File: src/rtl/uart_tx_mmio.sv
// uart_tx_mmio
// Memory-mapped UART transmitter sitting on the processor data bus.
// Stores to TXDATA are queued in a small circular FIFO and serialized 8N1
// (or 8E1 when UART_TX_PARITY_EN is defined) on tx_out, LSB first.
//
// Register window (word offsets from BASE_ADDRESS):
//   +0 TXDATA  write: enqueue io_memory_write[7:0]
//   +4 STATUS  read : {bit9 parity_en, bits[8:4] count, bit3 overflow,
//                      bit2 tx_busy, bit1 empty, bit0 full}
//   +8 CTRL    write: bit0=1 flushes the FIFO and clears overflow
//
// Optional feature macro: UART_TX_PARITY_EN (adds an even-parity bit).
//
// Ports:
//   clk, rst          processor clock, asynchronous active-high reset
//   address           processor data address
//   MemWrite/MemRead  store / load strobes
//   io_memory_write   store data
//   io_memory_read    registered STATUS load data (0 when not valid)
//   valid_io_read     io_memory_read is valid this cycle
//   tx_out            serial line, idles high
//   tx_busy           a frame is in progress
module uart_tx_mmio #(
  parameter int unsigned INPUT_CLOCK_RATE = 33_333_333,
  parameter int unsigned BAUD_RATE        = 19_200,
  parameter int unsigned FIFO_DEPTH       = 8,
  parameter logic [31:0] BASE_ADDRESS     = 32'h00007f40
) (
  input  logic        clk,
  input  logic        rst,
  input  logic [31:0] address,
  input  logic        MemWrite,
  input  logic        MemRead,
  input  logic [31:0] io_memory_write,
  output logic [31:0] io_memory_read,
  output logic        valid_io_read,
  output logic        tx_out,
  output logic        tx_busy
);

  localparam int unsigned DIV      = INPUT_CLOCK_RATE / BAUD_RATE;
  localparam int unsigned CNT_W    = $clog2(DIV + 1);
  localparam int unsigned PTR_W    = $clog2(FIFO_DEPTH);
  localparam logic [CNT_W-1:0] DIV_LAST  = CNT_W'(DIV - 1);
  localparam logic [4:0]       DEPTH_CNT = 5'(FIFO_DEPTH);
`ifdef UART_TX_PARITY_EN
  localparam logic PAR_BIT = 1'b1;
`else
  localparam logic PAR_BIT = 1'b0;
`endif

  typedef enum logic [2:0] {IDLE, START, DATA, PARITY, STOP} state_t;

  state_t             state_q, state_d;
  logic [CNT_W-1:0]   baud_cnt_q, baud_cnt_d;
  logic [2:0]         bit_cnt_q, bit_cnt_d;
  logic [7:0]         shift_q, shift_d;
`ifdef UART_TX_PARITY_EN
  logic               parity_q, parity_d;
`endif
  logic [7:0]         mem_q [FIFO_DEPTH];
  logic [7:0]         mem_d [FIFO_DEPTH];
  logic [PTR_W-1:0]   wr_ptr_q, wr_ptr_d, rd_ptr_q, rd_ptr_d;
  logic [4:0]         count_q, count_d;
  logic               overflow_q, overflow_d;
  logic               rd_valid_q, rd_valid_d;
  logic [31:0]        rd_data_q, rd_data_d;

  logic sel_data, sel_status, sel_ctrl;
  logic push_req, push, pop, flush, status_rd;
  logic fifo_full, fifo_empty, bit_done;
  logic [7:0]  head;
  logic [31:0] status_word;
  logic        unused_wdata;

  assign unused_wdata = ^io_memory_write[31:8];

  // Bus decode; only exact word addresses inside the window respond.
  assign sel_data   = (address == BASE_ADDRESS);
  assign sel_status = (address == BASE_ADDRESS + 32'd4);
  assign sel_ctrl   = (address == BASE_ADDRESS + 32'd8);

  // Full is judged on the registered count, so a store while full is dropped
  // even if the transmitter pops in the same cycle. Pop also uses the
  // registered count, so a byte pushed into an empty FIFO leaves next cycle.
  assign fifo_full  = (count_q == DEPTH_CNT);
  assign fifo_empty = (count_q == 5'd0);
  assign push_req   = MemWrite & sel_data;
  assign push       = push_req & ~fifo_full;
  assign pop        = (state_q == IDLE) & ~fifo_empty;
  assign flush      = MemWrite & sel_ctrl & io_memory_write[0];
  assign status_rd  = MemRead & sel_status;
  assign head       = mem_q[rd_ptr_q];
  assign bit_done   = (baud_cnt_q == DIV_LAST);

  assign status_word = {22'd0, PAR_BIT, count_q, overflow_q, tx_busy,
                        fifo_empty, fifo_full};

  // FSM state register
  always_ff @(posedge clk or posedge rst) begin
    if (rst) state_q <= IDLE;
    else     state_q <= state_d;
  end

  // FSM next state plus baud/bit counters and shift register; the baud
  // counter restarts at zero on every state entry.
  always_comb begin
    state_d    = state_q;
    baud_cnt_d = baud_cnt_q + 1'b1;
    bit_cnt_d  = bit_cnt_q;
    shift_d    = shift_q;
`ifdef UART_TX_PARITY_EN
    parity_d   = parity_q;
`endif
    case (state_q)
      IDLE: begin
        baud_cnt_d = '0;
        if (pop) begin
          shift_d   = head;
          bit_cnt_d = 3'd0;
`ifdef UART_TX_PARITY_EN
          parity_d  = ^head;
`endif
          state_d   = START;
        end
      end
      START: begin
        if (bit_done) begin
          baud_cnt_d = '0;
          state_d    = DATA;
        end
      end
      DATA: begin
        if (bit_done) begin
          baud_cnt_d = '0;
          shift_d    = {1'b0, shift_q[7:1]};
          if (bit_cnt_q == 3'd7) begin
            bit_cnt_d = 3'd0;
`ifdef UART_TX_PARITY_EN
            state_d   = PARITY;
`else
            state_d   = STOP;
`endif
          end else begin
            bit_cnt_d = bit_cnt_q + 3'd1;
          end
        end
      end
      PARITY: begin
        if (bit_done) begin
          baud_cnt_d = '0;
          state_d    = STOP;
        end
      end
      STOP: begin
        if (bit_done) begin
          baud_cnt_d = '0;
          state_d    = IDLE;
        end
      end
      default: begin
        baud_cnt_d = '0;
        state_d    = IDLE;
      end
    endcase
  end

  // FSM outputs, decoded from the state register so reset forces the line
  // high immediately.
  always_comb begin
    tx_out  = 1'b1;
    tx_busy = 1'b1;
    case (state_q)
      IDLE:   tx_busy = 1'b0;
      START:  tx_out  = 1'b0;
      DATA:   tx_out  = shift_q[0];
`ifdef UART_TX_PARITY_EN
      PARITY: tx_out  = parity_q;
`endif
      default: tx_out = 1'b1;
    endcase
  end

  // FIFO pointers, count and sticky overflow. Flush wins over a same-cycle
  // pop (the popped byte is still sent) and leaves the FIFO empty.
  always_comb begin
    mem_d      = mem_q;
    wr_ptr_d   = wr_ptr_q;
    rd_ptr_d   = rd_ptr_q;
    overflow_d = overflow_q;
    if (push) begin
      mem_d[wr_ptr_q] = io_memory_write[7:0];
      wr_ptr_d        = wr_ptr_q + 1'b1;
    end
    if (pop) rd_ptr_d = rd_ptr_q + 1'b1;
    count_d = count_q + {4'd0, push} - {4'd0, pop};
    if (push_req && fifo_full) overflow_d = 1'b1;
    if (status_rd) overflow_d = 1'b0;
    if (flush) begin
      wr_ptr_d   = '0;
      rd_ptr_d   = '0;
      count_d    = 5'd0;
      overflow_d = 1'b0;
    end
  end

  // STATUS loads are registered; the value is the one seen in the request cycle.
  always_comb begin
    rd_valid_d = status_rd;
    rd_data_d  = status_rd ? status_word : 32'd0;
  end

  always_ff @(posedge clk or posedge rst) begin
    if (rst) begin
      baud_cnt_q <= '0;
      bit_cnt_q  <= 3'd0;
      shift_q    <= 8'd0;
`ifdef UART_TX_PARITY_EN
      parity_q   <= 1'b0;
`endif
      wr_ptr_q   <= '0;
      rd_ptr_q   <= '0;
      count_q    <= 5'd0;
      overflow_q <= 1'b0;
      rd_valid_q <= 1'b0;
      rd_data_q  <= 32'd0;
    end else begin
      baud_cnt_q <= baud_cnt_d;
      bit_cnt_q  <= bit_cnt_d;
      shift_q    <= shift_d;
`ifdef UART_TX_PARITY_EN
      parity_q   <= parity_d;
`endif
      wr_ptr_q   <= wr_ptr_d;
      rd_ptr_q   <= rd_ptr_d;
      count_q    <= count_d;
      overflow_q <= overflow_d;
      rd_valid_q <= rd_valid_d;
      rd_data_q  <= rd_data_d;
    end
  end

  // FIFO storage carries no reset; entries are only read after being written.
  always_ff @(posedge clk) begin
    mem_q <= mem_d;
  end

  assign valid_io_read  = rd_valid_q;
  assign io_memory_read = rd_data_q;

endmodule

File: config.mk
export PLATFORM = sky130hd
export DESIGN_NAME = uart_tx_mmio
export DESIGN_NICKNAME = d
export VERILOG_FILES = /design/src/rtl/uart_tx_mmio.sv
export SDC_FILE = /design/constraint.sdc
export NUM_CORES = 1
export LEC_CHECK = 0
export ABC_AREA = 1
export BUFFER_PORTS_ARGS = -buffer_cell sky130_fd_sc_hd__buf_2
export CAP_MARGIN = 20
export CORE_AREA = 3 3 108 110
export DETAILED_ROUTE_END_ITERATION = 12
export DIE_AREA = 0 0 111 113
export HOLD_SLACK_MARGIN = 0.06
export PLACE_DENSITY = 0.75
export SYNTH_ARGS = -nofsm -noshare
export SYNTH_HDL_FRONTEND = slang
export SYNTH_SLANG_ARGS = --single-unit
File: constraint.sdc
create_clock -name clk -period 2.3 [get_ports clk]
set_clock_uncertainty 0.15 [all_clocks]
set_input_delay 0.46 -clock clk [delete_from_list [all_inputs] [get_ports clk]]
set_output_delay 0.46 -clock clk [all_outputs]
set_load 0.005 [all_outputs]
==> summary.md, run 1 <==
| Metric | Value |
|---|---|
| Synth Warn # | `0` |
| Flops & latches, synth | `111` |
| # DRC | `0` |
| Sequential share of power | `0.639` |
| Core region area | `0.0108 mm^2` |
| Nets | `751` |
| Overall routing resource usage | `0.182` |
| DR WL met3 | `499 um` |
| Pin count of the biggest net entering global routing | `35` |
| Final RePlAce weighted congestion | `0.796` |
| Total Power | `3.30 mW` |
| Setup CP Type | `reg2reg` |
| Vias | `4086` |
| Setup violators final | `2` |
| R2R Path Start | `count_q[2]` |
| Fmax achieved | `420 MHz` |
| H-tree levels | `3` |
| Synth area leaders | `edfxtp_1 36%, dfrtp_1 22%, nand2_1 8.7%, nand3_1 7.1%, nor2_1 4.8%` |
| First-pass GRT wire length | `18500 um` |
| P_leak | `2.94 nW` |
| Commonest non-fill, non-tap cells in the layout | `124 x nand2_1, 73 x nand3_1, 64 x nor2_1, 64 x edfxtp_1, 55 x buf_2` |
| Clock Path Buffers | `2` |
| Period Utilization, post-route | `1.04` |
| Min cycle time layout | `2380 ps` |
| Main synth FF type | `edfxtp_1` |
| Count of buffers from port buffering | `55` |
| Die height | `113 um` |
| CP endpoint kind | `register` |
| CP startpoint | `count_q[2]` |
| Pre-CTS setup slack | `-475 ps` |
| Worst slew pin tran | `558 ps` |
| Clk_lat worst skew | `380 ps` |
| Syn avg cell area | `9.47 um^2` |
| Pre-antenna DRT Iters | `4` |
| Slew headroom | `0.628` |
| RSZ-0062 raised after global routing | `yes` |
| TNS Setup | `-98.2 ps` |
| Antenna violations before repair | `0` |
| Worst Hold Class | `in2reg` |
| Area Growth Syn to Fin | `18.0%` |
| CTS tree | `yes` |
| R2r endpoint | `count_q[4]` |
| WP data required | `2470 ps` |
| Int Power | `2.55 mW` |
| Peak VDD IR | `0.276 mV` |
| Critical Path Fanout Max | `3` |
| Failing checks | `negative setup slack` |
| R2R depth | `16` |
| Initial Util | `0.497` |
| CTS root buffer | `clkbuf_8` |
| Max cap viols | `0` |
| Vias per cell | `5.01` |
| Post-synthesis sequential area ratio | `0.578` |
| Drt total wl | `11200 um` |
| Mapped Cells | `566` |
| Outcome | `finished, violations left` |
| Number of flops mapped to enable cells by yosys | `64` |
| Hold Fails Final Rpt | `0` |
| Final core occ | `0.586` |
| Logic gate share of total power | `0.036` |
| Share of layout cells above drive strength 1 | `0.258` |
| CTS sink cnt | `111` |
| Crit path capture | `count_q[4]` |
| Min Hold Slack | `195 ps` |
| Standard-cell rows | `38` |
| Switching Share | `0.225` |
| Vias in the first global route | `4131` |
| Max Used Layer | `met4` |
| Worst EP arrival | `2550 ps` |
| DR WL/cell | `13.7 um` |
| Chip width | `111 um` |
| Met2 Wirelength | `5930 um` |
| Final worst slack | `-83.7 ps` |
| PD cells | `521 mW/mm^2` |
| Slew Viols, Final | `0` |
| Post-DP HPWL | `7920 um` |
| Clk slew on worst S/H paths | `100 ps` |
| Boundary Pins | `103` |
| Post-synth top area share | `0.358` |
| GRT overflow | `0` |
| Post-synthesis async set-or-reset flop share | `0.423` |
| Area leader, netlist | `edfxtp_1` |
| ANT cells | `0` |
| Clock network power share | `0.325` |
| CP Launch Type | `register` |
| Wire length on met1 | `4490 um` |
| Commonest non-fill, non-tap cell in the layout | `nand2_1` |
| Synth unique cells | `35` |
| FF-to-FF setup slack | `-80 ps` |
| Die area | `0.0125 mm^2` |
| Detailed Route Iter0 Violations | `213` |
| Mapped Area | `0.00536 mm^2` |
| Final antenna-violating net count | `0` |
| Switching power | `741 uW` |
| Num CTS Buffers | `9` |
[layout make-up]
class / instances / area (um^2)
repair buffers: 108 / 676
inverters: 62 / 238
flip-flops and latches: 111 / 3100
fillers: 881 / 4460
well taps: 140 / 175
multi-input cells: 378 / 1970
clock inverters: 7 / 53.8
clock buffers: 9 / 124
[sequential cells by signal, summed over array words and instances, names as in the netlist]
name            cells
valid_io_read       1
count_q             5
shift_q             8
bit_cnt_q           3
io_memory_read      9
rd_ptr_q            3
overflow_q          1
mem_q              64
state_q             3
baud_cnt_q         11
wr_ptr_q            3
[power groups by stage]
| stage | combinational (mW) | clock (mW) | sequential (mW) |
|---|---|---|---|
| floorplan | 0.0705 | 0 | 2.15 |
| global placement | 0.110 | 0 | 2.15 |
| detailed placement | 0.115 | 0 | 2.15 |
| CTS | 0.117 | 1.09 | 2.11 |
| global route | 0.134 | 1.17 | 2.11 |
| finish | 0.118 | 1.07 | 2.11 |
[synthesized netlist by cell type, types with 2 or more instances]
library cell	count
xnor2_1	2
nand2_1	125
dfrtp_1	47
edfxtp_1	64
nand3_4	2
o21a_1	2
buf_4	24
nand2_2	3
buf_6	2
inv_1	51
inv_2	9
nand3_2	2
a21oi_1	8
nor2_2	9
nand4_1	4
nor2_4	2
nor2_1	68
xor2_1	3
o22ai_1	2
nand3_1	76
o21ai_0	14
ha_1	12
o21ai_2	3
nor3_1	5
buf_2	10
nor3b_1	2
o21ai_1	7
[worst max-delay path, cell delays in order (launching register included)]
cell	delay, ps
dfrtp_1	410
inv_2	110
ha_4	160
nand3_4	90
nand2_4	80
inv_2	50
ha_4	210
inv_4	50
ha_4	130
inv_2	30
fa_2	360
nor2_4	100
nor2_1	40
nor2_1	70
nor2_1	50
xor2_1	130
nor2_1	80
[stage by stage]
step | cell area [um^2] | instances
2_1_floorplan | 5460 | 588
3_3_place_gp | 5980 | 789
3_5_place_dp | 5980 | 789
4_1_cts | 6260 | 812
5_1_grt | 6330 | 815
6_report | 6330 | 815
[worst min path at each step]
stage / startpoint / cells past startpoint / end
2_1_floorplan: baud_cnt_q[0] / 1 / baud_cnt_q[0]
3_3_place_gp: rst / 2 / io_memory_read[7]
3_5_place_dp: rst / 2 / io_memory_read[7]
4_1_cts: io_memory_write[7] / 1 / mem_q[63]
5_1_grt: io_memory_write[7] / 1 / mem_q[63]
6_report: io_memory_write[7] / 1 / mem_q[63]
[cells by family after synthesis]
group	count (synthesis)	synth area share
flip-flops	111	0.578
adder cells (fa/ha/maj)	13	0.0317
other	1	0.000699
AND/OR/NAND/NOR	300	0.250
buffers and inverters	99	0.0917
AO/OA/AOI/OAI	37	0.0401
XOR/XNOR	5	0.00817
[layer usage]
layer  vias up  track usage
met2       106        0.340
met1      1946        0.202
met3        20       0.0289
li1       2014            -
met5         -            0
met4         0       0.0878
[what timing repair did]
item                                   CTS  global route
resized for setup                       14             9
setup endpoints to repair                4             3
endpoints found under the hold margin   12             0
hold buffers                             1             0
pin swaps                                7             9
buffers inserted                         6             3
No activity file was read; power rests on OpenSTA's default activity.
==> run 2, diff against run 1 <==
--- a/config.mk
+++ b/config.mk
@@ -11,7 +11,9 @@
 export CORE_AREA = 3 3 108 110
 export DETAILED_ROUTE_END_ITERATION = 12
 export DIE_AREA = 0 0 111 113
+export GPL_TIMING_DRIVEN = 1
 export HOLD_SLACK_MARGIN = 0.06
+export MAX_ROUTING_LAYER = met4
 export PLACE_DENSITY = 0.75
 export SYNTH_ARGS = -nofsm -noshare
 export SYNTH_HDL_FRONTEND = slang
==> run 2 against run 1 <==
Effect of this change:
- the flow still finishes with violations (negative setup slack)
- first-iteration DRC count increased by 11%
- critical endpoint unchanged
- sequential cell count unchanged
- register-to-register slack hardly changed
- non-clock buffer count unchanged
- highest routed layer unchanged
- worst setup slack got worse by 2.2 ps
- cell count did not move
- fmax barely moved
- largest cell class unchanged
- critical path type unchanged
- worst hold slack is essentially flat
==> summary.md, run 2 (synthesis results as in run 1) <==
| Metric | Value |
|---|---|
| Final antenna-violating net count | `0` |
| Count of buffers from port buffering | `55` |
| Max cap viols | `0` |
| R2R Path Start | `count_q[2]` |
| FF-to-FF setup slack | `-90 ps` |
| Post-DP HPWL | `7920 um` |
| Final RePlAce weighted congestion | `0.807` |
| Min Hold Slack | `195 ps` |
| WP data required | `2470 ps` |
| H-tree levels | `3` |
| Hold endpoint | `mem_q[63]` |
| HP Start | `io_memory_write[7]` |
| ANT cells | `0` |
| Share of layout cells above drive strength 1 | `0.258` |
| DR WL/cell | `13.7 um` |
| Largest Register | `mem_q` |
| Slew Viols, Final | `0` |
| Commonest non-fill, non-tap cells in the layout | `124 x nand2_1, 73 x nand3_1, 64 x nor2_1, 64 x edfxtp_1, 55 x buf_2` |
| R2r endpoint | `count_q[4]` |
| RSZ-0062 raised after global routing | `yes` |
| Initial Util | `0.497` |
| Register cell area after layout | `0.00310 mm^2` |
| Boundary Pins | `103` |
| Commonest non-fill, non-tap cell in the layout | `nand2_1` |
| Worst slew pin tran | `556 ps` |
| Pre-antenna DRT Iters | `5` |
| Area occupied by multi-input gates | `0.00197 mm^2` |
| FILL cells | `881` |
| CTS sink cnt | `111` |
| Worst Hold Class | `in2reg` |
| Total Power | `3.30 mW` |
| Antenna violations before repair | `0` |
| Standard-cell rows | `38` |
| Pin count of the biggest net entering global routing | `35` |
| Nets | `751` |
| Chip width | `111 um` |
| CP endpoint kind | `register` |
| Hold Fails Final Rpt | `0` |
| Hold-critical path depth | `1` |
| Core region area | `0.0108 mm^2` |
| Vias in the first global route | `4132` |
| GRT overflow | `0` |
| CTS tree | `yes` |
| Vias per cell | `5.01` |
| PD cells | `522 mW/mm^2` |
| R2R depth | `16` |
| Final worst slack | `-85.9 ps` |
| # DRC | `0` |
| Min cycle time layout | `2390 ps` |
| Peak VDD IR | `0.279 mV` |
| CP Launch Type | `register` |
| Outcome | `finished, violations left` |
| Slew headroom | `0.629` |
| Setup CP Type | `reg2reg` |
| Die height | `113 um` |
| Detailed Route Iter0 Violations | `237` |
| Clock Path Buffers | `2` |
| Vias | `4085` |
| Worst EP arrival | `2550 ps` |
| Critical Path Fanout Max | `3` |
| P_leak | `2.94 nW` |
| Area Growth Syn to Fin | `18.0%` |
| Setup violators final | `2` |
| Number of flip-flops under the largest register name | `64` |
| Num CTS Buffers | `9` |
| Drt total wl | `11200 um` |
| Clk slew on worst S/H paths | `100 ps` |
| Failing checks | `negative setup slack` |
| Fmax achieved | `419 MHz` |
| Overall routing resource usage | `0.188` |
| CTS root buffer | `clkbuf_8` |
| Die area | `0.0125 mm^2` |
| Period Utilization, post-route | `1.04` |
| Clk_lat worst skew | `380 ps` |
| First-pass GRT wire length | `18500 um` |
-- run 2: cell counts in the layout (fill, tap and decap cells not counted) --
Identical to the previous run, type by type.
-- run 2: area by class of cell --
class                           count  share of cell area
Clock buffer                        9              0.0196
Clock inverter                      7             0.00850
Inverter                           62              0.0376
Multi-Input combinational cell    378               0.311
Sequential cell                   111               0.489
Tap cell                          140              0.0277
Timing Repair Buffer              108               0.107
-- run 2: per-layer routing --
metal	GRT usage	vias up	wire, um
met4	0.0878	0	244
li1	-	2012	-
met1	0.202	1955	4480
met3	0.0289	20	492
met2	0.340	98	5950
met5	-	-	0
-- run 2: report_power, final --
part           switching [mW]  internal [mW]  leakage, nW
logic                  0.0727         0.0450         1.68
clock network           0.675          0.404       0.0843
registers          0.00000859           2.11         1.17
total                   0.748           2.55         2.94
-- run 2: worst max-delay path: stages (launching register included) --
cell	delay, ps
dfrtp_1	410
inv_2	110
ha_4	160
nand3_4	90
nand2_4	80
inv_2	50
ha_4	210
inv_4	50
ha_4	130
inv_2	30
fa_2	360
nor2_4	100
nor2_1	40
nor2_1	70
nor2_1	50
xor2_1	130
nor2_1	80
-- run 2: worst max path at each step --
stage                       to  slack [ps]        start
floorplan           count_q[4]        -290  address[14]
global placement    count_q[4]        -440   address[1]
detailed placement  count_q[4]        -480   address[1]
CTS                 count_q[4]        -190   count_q[3]
global route        count_q[4]        -250   count_q[2]
finish              count_q[4]         -90   count_q[2]
-- run 2: per-stage QoR --
step | setup TNS (ps) | setup WS [ps] | instance area [um^2] | std cells | utilization
after floorplan | -436 | -294 | 5460 | 588 | -
after global placement | -983 | -436 | 5980 | 789 | 0.554
after detailed placement | -1200 | -475 | 5980 | 789 | 0.554
after CTS | -223 | -187 | 6260 | 812 | 0.580
after global routing | -431 | -250 | 6330 | 815 | 0.586
final | -87.3 | -85.9 | 6330 | 815 | 0.586
-- run 2: repair_timing --
action / in CTS / in global routing
gates resized for setup: 14 / 9
hold buffers: 1 / 0
pin swaps: 7 / 9
setup endpoints to repair: 4 / 3
endpoints found under the hold margin: 12 / 0
buffers inserted: 6 / 3
gates cloned: 0 / 0
==> run 3, diff against run 2 <==
--- a/config.mk
+++ b/config.mk
@@ -5,12 +5,11 @@
 export SDC_FILE = /design/constraint.sdc
 export NUM_CORES = 1
 export LEC_CHECK = 0
-export ABC_AREA = 1
 export BUFFER_PORTS_ARGS = -buffer_cell sky130_fd_sc_hd__buf_2
 export CAP_MARGIN = 20
-export CORE_AREA = 3 3 108 110
+export CORE_AREA = 3 3 106 108
 export DETAILED_ROUTE_END_ITERATION = 12
-export DIE_AREA = 0 0 111 113
+export DIE_AREA = 0 0 109 111
 export GPL_TIMING_DRIVEN = 1
 export HOLD_SLACK_MARGIN = 0.06
 export MAX_ROUTING_LAYER = met4
==> constraint.sdc (replaced) <==
create_clock -name clk -period 2.3 [get_ports clk]
set_clock_uncertainty 0.15 [all_clocks]
set_input_delay 0.46 -clock clk [delete_from_list [all_inputs] [get_ports clk]]
set_output_delay 0.46 -clock clk [all_outputs]
set_load 0.02 [all_outputs]
==> run 3 against run 2 <==
Effect of this change:
- the flow still finishes with violations (negative setup slack)
- combinational power is 9% higher
- sequential power hardly changed
- worst setup slack worse by 410 ps
- synthesized cell count is 33% lower
- wire length is 7.7% lower
- global-route usage is 0.24 points lower
- worst hold slack worse by 120 ps
- critical path type unchanged
==> summary.md, run 3 <==
| Metric | Value |
|---|---|
| Outcome | `finished, violations left` |
| Failing checks | `negative setup slack` |
| Clk_lat worst skew | `370 ps` |
| First-pass GRT wire length | `16900 um` |
| Max cap viols | `0` |
| Post-synth top area share | `0.374` |
| Worst Hold Class | `in2async` |
| H-tree levels | `3` |
| Pin count of the biggest net entering global routing | `48` |
| Min cycle time layout | `2800 ps` |
| Initial Util | `0.498` |
| CTS tree | `yes` |
| # DRC | `0` |
| R2r endpoint | `count_q[4]` |
| Main synth FF type | `edfxtp_1` |
| Critical Path Fanout Max | `3` |
| Antenna violations before repair | `0` |
| TNS Setup | `-9180 ps` |
| Largest Register | `mem_q` |
| Commonest non-fill, non-tap cells in the layout | `64 x edfxtp_1, 55 x buf_2, 46 x dfrtp_1, 39 x buf_4, 30 x nor2_1` |
| Setup CP Type | `reg2reg` |
| Commonest non-fill, non-tap cell in the layout | `edfxtp_1` |
| Period Utilization, post-route | `1.22` |
| Core region area | `0.0103 mm^2` |
| WP data required | `2450 ps` |
| Final RePlAce weighted congestion | `0.770` |
| Area leader, netlist | `edfxtp_1` |
| Commonest cells post-synth | `64 x edfxtp_1, 47 x dfrtp_1, 30 x nor2_1` |
| Slew headroom | `0.603` |
| Worst slew pin tran | `596 ps` |
| Mapped Cells | `382` |
| Num CTS Buffers | `9` |
| Hold Fails Final Rpt | `0` |
| PD cells | `540 mW/mm^2` |
| Boundary Pins | `103` |
| Vias in the first global route | `3394` |
| Final worst slack | `-499 ps` |
| Synth Warn # | `0` |
| Die area | `0.0121 mm^2` |
| Post-synthesis sequential area ratio | `0.603` |
| Standard-cell rows | `37` |
| Share of layout cells above drive strength 1 | `0.359` |
| R2R depth | `14` |
| CTS sink cnt | `111` |
| Fmax achieved | `357 MHz` |
| Detailed Route Iter0 Violations | `192` |
| Number of flops mapped to enable cells by yosys | `64` |
| Area Growth Syn to Fin | `21.7%` |
| CP endpoint kind | `register` |
| Chip width | `109 um` |
| Die height | `111 um` |
| Placed cells | `597` |
| Number of flip-flops under the largest register name | `64` |
| Overall routing resource usage | `0.185` |
| FILL cells | `772` |
| Total Power | `3.38 mW` |
| Min Hold Slack | `73.8 ps` |
| Drt total wl | `10300 um` |
| GRT overflow | `0` |
| RSZ-0062 raised after global routing | `yes` |
| ANT cells | `0` |
| Mapped Area | `0.00514 mm^2` |
| Count of buffers from port buffering | `55` |
| Vias | `3353` |
| Worst EP arrival | `2950 ps` |
| DR WL/cell | `16.6 um` |
| Final antenna-violating net count | `0` |
| Peak VDD IR | `0.296 mV` |
| Flops & latches, synth | `111` |
| Vias per cell | `5.40` |
| Synth unique cells | `57` |
| CTS root buffer | `clkbuf_8` |
| Slew Viols, Final | `0` |
| Setup violators final | `68` |
| FF-to-FF setup slack | `-500 ps` |
| Top-count cell post-synth | `edfxtp_1` |
| CP Launch Type | `register` |
| Nets | `561` |
| Clk slew on worst S/H paths | `120 ps` |
| Synth area leaders | `edfxtp_1 37%, dfrtp_1 23%, mux4_2 3.9%, buf_4 3.8%, mux2i_1 3.1%` |
| Clock Path Buffers | `2` |
| R2R Path Start | `count_q[2]` |
| Pre-antenna DRT Iters | `4` |
| Post-DP HPWL | `7190 um` |
| Post-synthesis async set-or-reset flop share | `0.423` |
| P_leak | `2.48 nW` |
| Non-Filler Instances | `621` |
| Pre-CTS setup slack | `-713 ps` |
| Syn avg cell area | `13.5 um^2` |
[run 3: layer usage]
metal  vias up  track usage  routed length (um)
met5         -            -                   0
met4         0       0.0581                 148
met3        12       0.0326                 609
met2       118        0.307                5310
met1      1648        0.231                4230
li1       1575            -                   -
[run 3: stage by stage]
stage	utilization	instance area, um^2
after global routing	0.606	6260
after CTS	0.591	6100
final	0.606	6260
after detailed placement	0.563	5810
after global placement	0.563	5810
after floorplan	-	5320
[run 3: where the power goes]
group	total [mW]	switching, mW	internal (mW)
registers	2.11	0.0000156	2.11
clock network	1.14	0.715	0.428
logic	0.129	0.0877	0.0417
total	3.38	0.803	2.58
[run 3: cell families after synthesis]
kind of cell,after synthesis,share of synthesized area
buffers and inverters,56,0.0655
adders and majority gates,13,0.0331
DFF,111,0.603
xor gates and xnor gates,14,0.0239
other,1,0.000730
and+or+nand+nor,122,0.149
muxes,26,0.0728
AOI/OAI and AO/OA,39,0.0526
[run 3: final cells by class]
class,count,area [um^2],area share
clock buffer,9,124,0.0198
inverter,15,58.8,0.00940
timing repair buffer,106,721,0.115
tap,136,170,0.0272
sequential,111,3100,0.495
multi-input combinational,237,2010,0.321
clock inverter,7,76.3,0.0122
[run 3: worst max path at each step]
stage                            from         end  cells past startpoint  slack, ps
after floorplan           address[20]  count_q[4]                     13       -620
final                      count_q[2]  count_q[4]                     14       -500
after CTS                  count_q[3]  count_q[4]                     13       -540
after detailed placement  address[27]  count_q[4]                     13       -710
after global routing       count_q[2]  count_q[4]                     14       -620
after global placement     address[5]  count_q[4]                     13       -600
[run 3: timing repair]
action,CTS,global route
pin swaps,5,10
resized for setup,16,23
buffers inserted,4,5
endpoints found under the setup margin,68,70
hold buffers,0,0
gates cloned,0,0
[run 3: critical path: stages, from the launching register on]
cell and delay [ps]:
dfrtp_1 410, inv_2 100, ha_4 130, or4b_4 490
nand2_4 80, or3_4 130, ha_4 190, inv_2 60
ha_4 120, inv_2 30, fa_2 350, nor2b_4 140
o21bai_2 90, nand3_1 90, nor3b_2 150
